[src/rtl/kronos_pkg.sv]
// kronos_pkg: shared types and the watering preset table for kronos_seq.
//   state_t        - sequencer FSM states
//   bcd_t          - one BCD digit
//   mmss_t         - MM:SS display value as four BCD digits (DM,UM,DS,US)
//   preset_lookup  - maps a zone's {T,Ua,H} condition bits to its duration
package kronos_pkg;

    typedef enum logic [2:0] {
        ST_IDLE,
        ST_SCAN,
        ST_LOAD,
        ST_RUN,
        ST_DONE
    } state_t;

    typedef logic [3:0] bcd_t;

    typedef struct packed {
        bcd_t dm;
        bcd_t um;
        bcd_t ds;
        bcd_t us;
    } mmss_t;

    localparam mmss_t PRESET_0730 = 16'h0730;
    localparam mmss_t PRESET_1500 = 16'h1500;
    localparam mmss_t PRESET_1530 = 16'h1530;
    localparam mmss_t PRESET_2200 = 16'h2200;
    localparam mmss_t PRESET_3000 = 16'h3000;

    // Index is {T, Ua, H}: hot + humid + dry soil waters longest.
    function automatic mmss_t preset_lookup(input logic [2:0] tuh);
        mmss_t p;
        case (tuh)
            3'b000:  p = PRESET_0730;
            3'b001:  p = PRESET_1500;
            3'b010:  p = PRESET_1530;
            3'b011:  p = PRESET_2200;
            3'b100:  p = PRESET_0730;
            3'b101:  p = PRESET_1500;
            3'b110:  p = PRESET_1500;
            default: p = PRESET_3000;
        endcase
        return p;
    endfunction

endpackage

[src/rtl/bcd_mmss_down.sv]
// bcd_mmss_down: four-digit MM:SS BCD down-counter.
//   clk_i      - clock
//   rst_i      - synchronous active-high reset (clears to 00:00)
//   clr_i      - synchronous clear to 00:00 (highest priority)
//   load_i     - synchronous load of load_val_i
//   dec_i      - decrement one second with BCD borrow; holds at 00:00
//   load_val_i - value loaded on load_i
//   val_o      - current digits
//   zero_o     - digits read 00:00
module bcd_mmss_down
    import kronos_pkg::*;
(
    input  logic  clk_i,
    input  logic  rst_i,
    input  logic  clr_i,
    input  logic  load_i,
    input  logic  dec_i,
    input  mmss_t load_val_i,
    output mmss_t val_o,
    output logic  zero_o
);

    mmss_t val_q, val_d, dec_val;

    assign zero_o = (val_q == '0);
    assign val_o  = val_q;

    // Seconds roll 0 -> 59, minutes roll 0 -> 99 style per digit.
    always_comb begin
        dec_val = val_q;
        if (val_q.us != 4'd0) begin
            dec_val.us = val_q.us - 4'd1;
        end else begin
            dec_val.us = 4'd9;
            if (val_q.ds != 4'd0) begin
                dec_val.ds = val_q.ds - 4'd1;
            end else begin
                dec_val.ds = 4'd5;
                if (val_q.um != 4'd0) begin
                    dec_val.um = val_q.um - 4'd1;
                end else begin
                    dec_val.um = 4'd9;
                    dec_val.dm = val_q.dm - 4'd1;
                end
            end
        end
    end

    always_comb begin
        val_d = val_q;
        if (clr_i)                 val_d = '0;
        else if (load_i)           val_d = load_val_i;
        else if (dec_i && !zero_o) val_d = dec_val;
    end

    always_ff @(posedge clk_i) begin
        if (rst_i) val_q <= '0;
        else       val_q <= val_d;
    end

endmodule

[src/rtl/kronos_seq.sv]
// kronos_seq: irrigation zone sequencer with MM:SS BCD countdown.
//   clk, rst            - clock, synchronous active-high reset
//   start               - pulse, begins a sequence from zone 0 (IDLE, M & ~Error)
//   M, Error            - auto-mode enable, fault; either one aborts a sequence
//   zone_en, T, Ua, H   - per-zone enable mask and condition flags
//   valve               - one-hot open valve (RUN only)
//   zone_idx            - zone being served
//   DM, UM, DS, US      - BCD display digits
//   busy, done          - sequence active, one-cycle completion pulse
//   err_flag            - sticky, set when Error aborts a sequence
module kronos_seq
    import kronos_pkg::*;
#(
    parameter int NZ       = 4,
    parameter int TICK_DIV = 50_000_000,
    localparam int ZW      = (NZ > 1) ? $clog2(NZ) : 1
) (
    input  logic          clk,
    input  logic          rst,
    input  logic          start,
    input  logic          M,
    input  logic          Error,
    input  logic [NZ-1:0] zone_en,
    input  logic [NZ-1:0] T,
    input  logic [NZ-1:0] Ua,
    input  logic [NZ-1:0] H,
    output logic [NZ-1:0] valve,
    output logic [ZW-1:0] zone_idx,
    output logic [3:0]    DM,
    output logic [3:0]    UM,
    output logic [3:0]    DS,
    output logic [3:0]    US,
    output logic          busy,
    output logic          done,
    output logic          err_flag
);

    // idx must reach NZ so SCAN can see it has walked past the last zone.
    localparam int IW = $clog2(NZ + 1);
    localparam int PW = $clog2(TICK_DIV);

    state_t        state_q, state_d;
    logic [IW-1:0] idx_q, idx_d;
    logic [PW-1:0] presc_q, presc_d;
    logic          err_q, err_d;

    logic          cnt_load, cnt_dec, cnt_clr, cnt_zero;
    mmss_t         cnt_val, preset, disp;
    logic [NZ-1:0] sel;
    logic          th, tick, zone_on;

    assign th      = M & ~Error;
    assign sel     = NZ'(1) << idx_q;           // all-zero once idx_q == NZ
    assign zone_on = |(zone_en & sel);
    assign preset  = preset_lookup({|(T & sel), |(Ua & sel), |(H & sel)});
    assign tick    = (presc_q == PW'(TICK_DIV - 1));

    bcd_mmss_down u_cnt (
        .clk_i      (clk),
        .rst_i      (rst),
        .clr_i      (cnt_clr),
        .load_i     (cnt_load),
        .dec_i      (cnt_dec),
        .load_val_i (preset),
        .val_o      (cnt_val),
        .zero_o     (cnt_zero)
    );

    always_ff @(posedge clk) begin
        if (rst) begin
            state_q <= ST_IDLE;
            idx_q   <= '0;
            presc_q <= '0;
            err_q   <= 1'b0;
        end else begin
            state_q <= state_d;
            idx_q   <= idx_d;
            presc_q <= presc_d;
            err_q   <= err_d;
        end
    end

    always_comb begin
        state_d  = state_q;
        idx_d    = idx_q;
        presc_d  = presc_q;
        err_d    = err_q;
        cnt_load = 1'b0;
        cnt_dec  = 1'b0;
        cnt_clr  = 1'b0;
        if (state_q != ST_IDLE && !th) begin
            // Abort outranks everything, including a zone-end tick.
            state_d = ST_IDLE;
            idx_d   = '0;
            presc_d = '0;
            cnt_clr = 1'b1;
            if (Error) err_d = 1'b1;
        end else begin
            case (state_q)
                ST_IDLE: begin
                    if (start && th) begin
                        state_d = ST_SCAN;
                        idx_d   = '0;
                        err_d   = 1'b0;
                    end
                end
                ST_SCAN: begin
                    if (idx_q >= IW'(NZ)) state_d = ST_DONE;
                    else if (zone_on)     state_d = ST_LOAD;
                    else                  idx_d   = idx_q + IW'(1);
                end
                ST_LOAD: begin
                    cnt_load = 1'b1;
                    presc_d  = '0;
                    state_d  = ST_RUN;
                end
                ST_RUN: begin
                    if (tick) begin
                        presc_d = '0;
                        // The tick that finds 00:00 ends the zone.
                        if (cnt_zero) begin
                            idx_d   = idx_q + IW'(1);
                            state_d = ST_SCAN;
                        end else begin
                            cnt_dec = 1'b1;
                        end
                    end else begin
                        presc_d = presc_q + PW'(1);
                    end
                end
                ST_DONE: begin
                    idx_d   = '0;
                    state_d = ST_IDLE;
                end
                default: state_d = ST_IDLE;
            endcase
        end
    end

    // The preset is visible during LOAD, before the counter registers it.
    always_comb begin
        disp     = (state_q == ST_LOAD) ? preset : cnt_val;
        valve    = (state_q == ST_RUN) ? sel : '0;
        busy     = (state_q != ST_IDLE);
        done     = (state_q == ST_DONE);
        err_flag = err_q;
        zone_idx = idx_q[ZW-1:0];
        DM       = disp.dm;
        UM       = disp.um;
        DS       = disp.ds;
        US       = disp.us;
    end

endmodule

[config.mk]
export PLATFORM = sky130hd
export DESIGN_NAME = kronos_seq
export DESIGN_NICKNAME = d
export VERILOG_FILES = /design/src/rtl/kronos_pkg.sv /design/src/rtl/bcd_mmss_down.sv /design/src/rtl/kronos_seq.sv
export SDC_FILE = /design/constraint.sdc
export NUM_CORES = 1
export LEC_CHECK = 0
export ABC_AREA = 1
export ABC_CLOCK_PERIOD_IN_PS = 3300
export CAP_MARGIN = 20
export CORE_UTILIZATION = 58
export DETAILED_ROUTE_END_ITERATION = 10
export PLACE_DENSITY = 0.94
export SYNTH_ARGS = -nofsm -noshare
export SYNTH_HDL_FRONTEND = slang
export SYNTH_SLANG_ARGS = --single-unit
[constraint.sdc]
create_clock -name clk -period 3.3 [get_ports clk]
set_input_delay 0.33 -clock clk [delete_from_list [all_inputs] [get_ports clk]]
set_output_delay 0.33 -clock clk [all_outputs]
set_load 0.03 [all_outputs]
# Word-level counts from Yosys, hierarchy flattened
# Cells that the tools add are included.
totals:
  ff_bits: 49
op_classes:
  magnitude_cmp: 1
  n_reduce_logical: 31
  mux: 36
  n_shift: 1
  n_bitwise: 6
  addsub: 6
  eq_ne: 21
op_table:
  columns: ["cell", "n"]
  rows:
  - ["case mux 14 bit (4 select lines)", 1]
  - ["case mux 26 bit (2 select lines)", 1]
  - ["2-to-1 mux 16 bit", 3]
  - ["2-to-1 mux 3 bit", 10]
  - ["adder 26 x 1 -> 26 bit (second input constant)", 1]
  - ["== test 26 bit (second input constant)", 1]
  - ["2-to-1 mux 26 bit", 1]
  - ["case mux 3 bit (4 select lines)", 2]
  - ["2-to-1 mux 4 bit", 5]
  - ["AND 4 bit", 4]
  - ["logical NOT 16 bit", 1]
  - ["inequality test 2 bit (second input constant)", 8]
  - ["nonzero test 4 bit", 4]
  - ["OR reduction 4 bit", 4]
  - ["subtractor 4 x 1 -> 4 bit (second input constant)", 4]
  - ["== test 3 x 2 -> 1 bit (second input constant)", 4]
  - ["== test 3 bit (second input constant)", 4]
  - ["2-to-1 mux 12 bit", 1]
  - ["2-to-1 mux 1 bit", 11]
  - ["2-to-1 mux 8 bit", 1]
  - ["AND reduction 4 bit", 2]
  - ["nonzero test 2 bit", 4]
  - ["== test 3 x 1 -> 1 bit (second input constant)", 2]
  - ["logical NOT 3 bit", 2]
  - ["other kinds (15)", 21]

# Longest topological paths before layout
logic_depth:
  ltp_word: 8
  depth_mapped: 14

# By module
# Synthesis repeated with hierarchy kept, for this count alone.
hier_totals:
  cells_unflattened: 578
  hier_area_um2: 3502.1
by_module_without_submodules:
  columns: ["module", "area_per_inst_um2", "cells_each", "n_inst", "seq_area_each_um2"]
  rows:
  - ["kronos_seq", 2492.4, 420, 1, 660.6]
  - ["bcd_mmss_down", 1009.7, 158, 1, 320.3]

# Least setup slack after synthesis
# No wires, ideal clock.
synth_path:
  path_kind: "register -> output"
  startpoint: "register idx_q[0]"
  endpoint: "output port UM[1]"
  path_slack_ns: 1.218
  arrival_time_ns: 1.752
  stages_incl_launch_ff: 13
  required_time_ns: 2.970
  path_cell_list: "dfxtp_1 inv_1 ha_1 inv_1 nor2_1 nand2_1 nand2_1 nor2_1 nor2_1 nand2_1 nand2_1 nor2_1 a21oi_1"
synth_between:
  elab_chain_cells: 7
  elab_cells_between_ends: 18
  classes_between: "6 x eq/ne; 1 x shift; 2 x mux; 3 x bitwise; 6 x reduce/logical"
synth_lines:
  columns: ["item", "line_no", "rtl"]
  rows:
  - ["start, declared", "kronos_seq.sv:43", "logic [IW-1:0] idx_q, idx_d;"]
  - ["start signal, assigned", "kronos_seq.sv:77", "idx_q <= idx_d;"]
  - ["<< shifter 1 x 3 -> 4 bit (*)", "kronos_seq.sv:53", "assign sel = NZ'(1) << idx_q;"]
  - ["AND 4 bit", "kronos_seq.sv:55", "assign preset = preset_lookup({|(T & sel), |(Ua & sel), |(H & sel)});"]
  - ["OR reduction 4 bit", "kronos_seq.sv:55", null]
  - ["== test 3 bit (tied with other cells)", "kronos_pkg.sv:34", "case (tuh)"]
  - ["OR reduction 3 bit (no source line) or OR reduction 2 bit (tied branches)", null, null]
  - ["case mux 14 bit (4 select lines) (*)", "kronos_pkg.sv:34", null]
  - ["2-to-1 mux 16 bit (*)", "kronos_seq.sv:142", "disp = (state_q == ST_LOAD) ? preset : cnt_val;"]
  - ["end, declared", "kronos_seq.sv:30", "output logic [3:0] UM,"]
# Every way passes the cells marked *; elsewhere a longest branch is shown, timed or not.

# Worst setup path in the final report
layout_path:
  startpoint: "register idx_q[2]"
  endpoint: "output port DM[0]"
layout_between:
  elab_chain_cells: 7
  elab_cells_between_ends: 18
  classes_between: "6 x eq/ne; 1 x shift; 2 x mux; 3 x bitwise; 6 x reduce/logical"
layout_lines:
  columns: ["item", "line_no", "rtl"]
  rows:
  - ["<< shifter 1 x 3 -> 4 bit (*)", "kronos_seq.sv:53", null]
  - ["AND 4 bit", "kronos_seq.sv:55", null]
  - ["OR reduction 4 bit", "kronos_seq.sv:55", null]
  - ["== test 3 bit (tied with other cells)", "kronos_pkg.sv:34", null]
  - ["OR reduction 3 bit (no source line) or OR reduction 2 bit (tied branches)", null, null]
  - ["case mux 14 bit (4 select lines) (*)", "kronos_pkg.sv:34", null]
  - ["2-to-1 mux 16 bit (*)", "kronos_seq.sv:142", null]
  - ["end, declared", "kronos_seq.sv:29", "output logic [3:0] DM,"]
# Marks and branches as above.

==> reports/metrics.csv <==
metric;value;unit
fin_worst_skew;12.1;ps
drt-pass1-iter-count;5;
dpl_worst_slack;690;ps
worstMarginPinSlew;708;ps
ant_nets;0;
power_leakage;1.68;nW
final_hold_viol_count;0;
setup_viol;0;
syn_inst;520;
max_freq;335;MHz
htreeDepth;2;
worst_ep_required_time;2970;ps
worstPathCellList;inv_1, ha_1, nand2_1, nand2_1, nor2_1, nor2_1, nand2_1, nand2_1, nor2_1, o21bai_1, clkdlybuf4s50_1;
critical_path.top_delay_family;buffers and inverters;
fin_tns_setup;0;ps
worst_ep_arrival_time;2650;ps
vias;3401;
cts_inserted_buffers;5;
ioPinCount;46;
drt-initial-drc-count;237;
pwr-share-comb;0.477;
place.gp.congestion;0.961;
hold_slack;472;ps
regArea;981;sq um
clkPwrFrac;0.195;
rsz0062_at_grt;no;
crit_top_cell;nand2_1;
layout_common_cells;152 x nand2_1, 63 x nor2_1, 57 x inv_1;
drc_errors;0;
final_util;0.709;
intPower;1.13;mW
n_antenna_cell;0;
root_buffer;clkbuf_8;
setup_slack;317;ps
routed_wl;7730;um
n_fill_cell;423;
cts_resized;0;
slowest_stage;clkdlybuf4s50_1;
antenna_found_initial;0;
clock_latency;310;ps
dpl.hpwl;5790;um
finalCritPeriodShare;0.904;
placementRows;27;
ys.warnings.count;0;
grt_max_degree;21;
num-nets-final;592;
die_area;6020;sq um
syn-cell-area;3320;sq um
critPathMaxFanout;8;
layout_commonest_cell;nand2_1;
start_util;0.602;
period_needed;2980;ps
tritoncts;yes;
path_clk_slew;90;ps
drive_gt1_frac;0.106;
synth.distinct_cells;39;
swShare;0.440;
clock_sinks;49;
cp-end-kind;output port;
hold_buffers;0;
timing.critical_path.buf_inv;2;
power_density;515;nW/um^2
slew_headroom;0.527;
multi_input_area;2020;sq um
layout-area-overhead-vs-synth;17.8;%
syn_nets;549;
p_total;2.01;mW
synth-seq-cells;49;
die_y;77.6;um
io_buffers;45;
via_per_inst;5.35;
fp.dieW;77.6;um
switchingPower;0.884;mW
instances_no_fill;636;
slowest_delay;680;ps
syn_avg_cell_area;6.38;sq um
ir_worst_vdd;0.000511;V
grt-ovfl-total;0;
grt_pass1_wl;13000;um
hold_class;reg -> reg;
wl_per_cell;12.2;um
clk_path_buf_depth;2;
post_dp_cell_area;3800;sq um
design_area;3910;sq um
crit_path_start_kind;flip-flop;
pwr-share-seq;0.328;
cap_viol_max_count;0;
final_max_slew_viol_count;0;
coreArea;5510;sq um
post_cts_buffers;0;
grt_use_total;0.262;
status;finished, final reports clean;
placed_cells;628;
yosysSeqAreaShare;0.296;
crit_type;reg -> out;
grt_pass1_vias;3121;
power by group through the flow:
stage                     clock, mW  sequential (mW)  combinational [mW]
final                         0.392            0.659               0.960
after detailed placement          0            0.672               0.942
after CTS                     0.401            0.658               0.952
after floorplan                   0            0.669               0.694
after global placement            0            0.670               0.922
after global routing          0.424            0.664                1.07
cell usage after synthesis (all sizes together):
cell / instances / area, sq um
xnor2: 1 / 8.76
nor3: 18 / 116
o211ai: 2 / 15.0
ha: 8 / 100
nor3b: 1 / 12.5
a211oi: 1 / 7.51
clkbuf: 4 / 25.0
nand2: 164 / 661
and2: 1 / 6.26
nand4: 9 / 56.3
nor4: 1 / 6.26
inv: 64 / 243
o21ai: 24 / 135
a31o: 1 / 8.76
buf: 7 / 42.5
or2: 4 / 25.0
o21bai: 1 / 7.51
dfxtp: 49 / 981
a22oi: 1 / 7.51
xor2: 14 / 123
nor2: 78 / 374
nand3: 32 / 180
clkinv: 1 / 3.75
a21oi: 34 / 170
cell families after synthesis:
family	share of synthesized area
AND/OR/NAND/NOR	0.434
buffers and inverters	0.0947
AO/OA/AOI/OAI	0.106
flip-flops	0.296
XOR/XNOR	0.0396
adder cells (fa/ha/maj)	0.0302
state kept, by name, summed over array words and instances, names as in the netlist:
register     cells
state_q          3
err_flag         1
presc_q         26
u_cnt.val_o     16
idx_q            3
worst register-to-register path, stage by stage (launching register included):
cell and delay, ps:
dfxtp_1 410, ha_1 230, nand3_2 130, inv_1 100
nand4_1 90, nor2_1 100, nand2_1 100, nand2_1 130
inv_1 210, o21ai_4 350, nor2_1 100
path summary, 6_finish.rpt:
| check | startpoint | endpoint | slack (ps) | cells after the start |
|---|---|---|---|---|
| max | idx_q[2] | DM[0] | 320 | 11 |
| min | u_cnt.val_o[7] | u_cnt.val_o[7] | 470 | 2 |
| max reg2reg | presc_q[0] | presc_q[16] | 1250 | 10 |
| min reg2reg | u_cnt.val_o[7] | u_cnt.val_o[7] | 470 | 2 |
final cells by class:
type	instances	share of cell area
sequential	49	0.251
tap	72	0.0231
inverter	65	0.0631
multi-input combinational	395	0.517
clock buffer	7	0.0247
timing repair buffer	47	0.119
clock inverter	1	0.00128
layer usage:
metal / part of all wire / global-route usage
met2: 0.50 / 0.466
met1: 0.43 / 0.313
met3: 0.057 / 0.0471
met5: 0 / 0
met4: 0.015 / 0.0925
(Power assumes the default switching activity.)
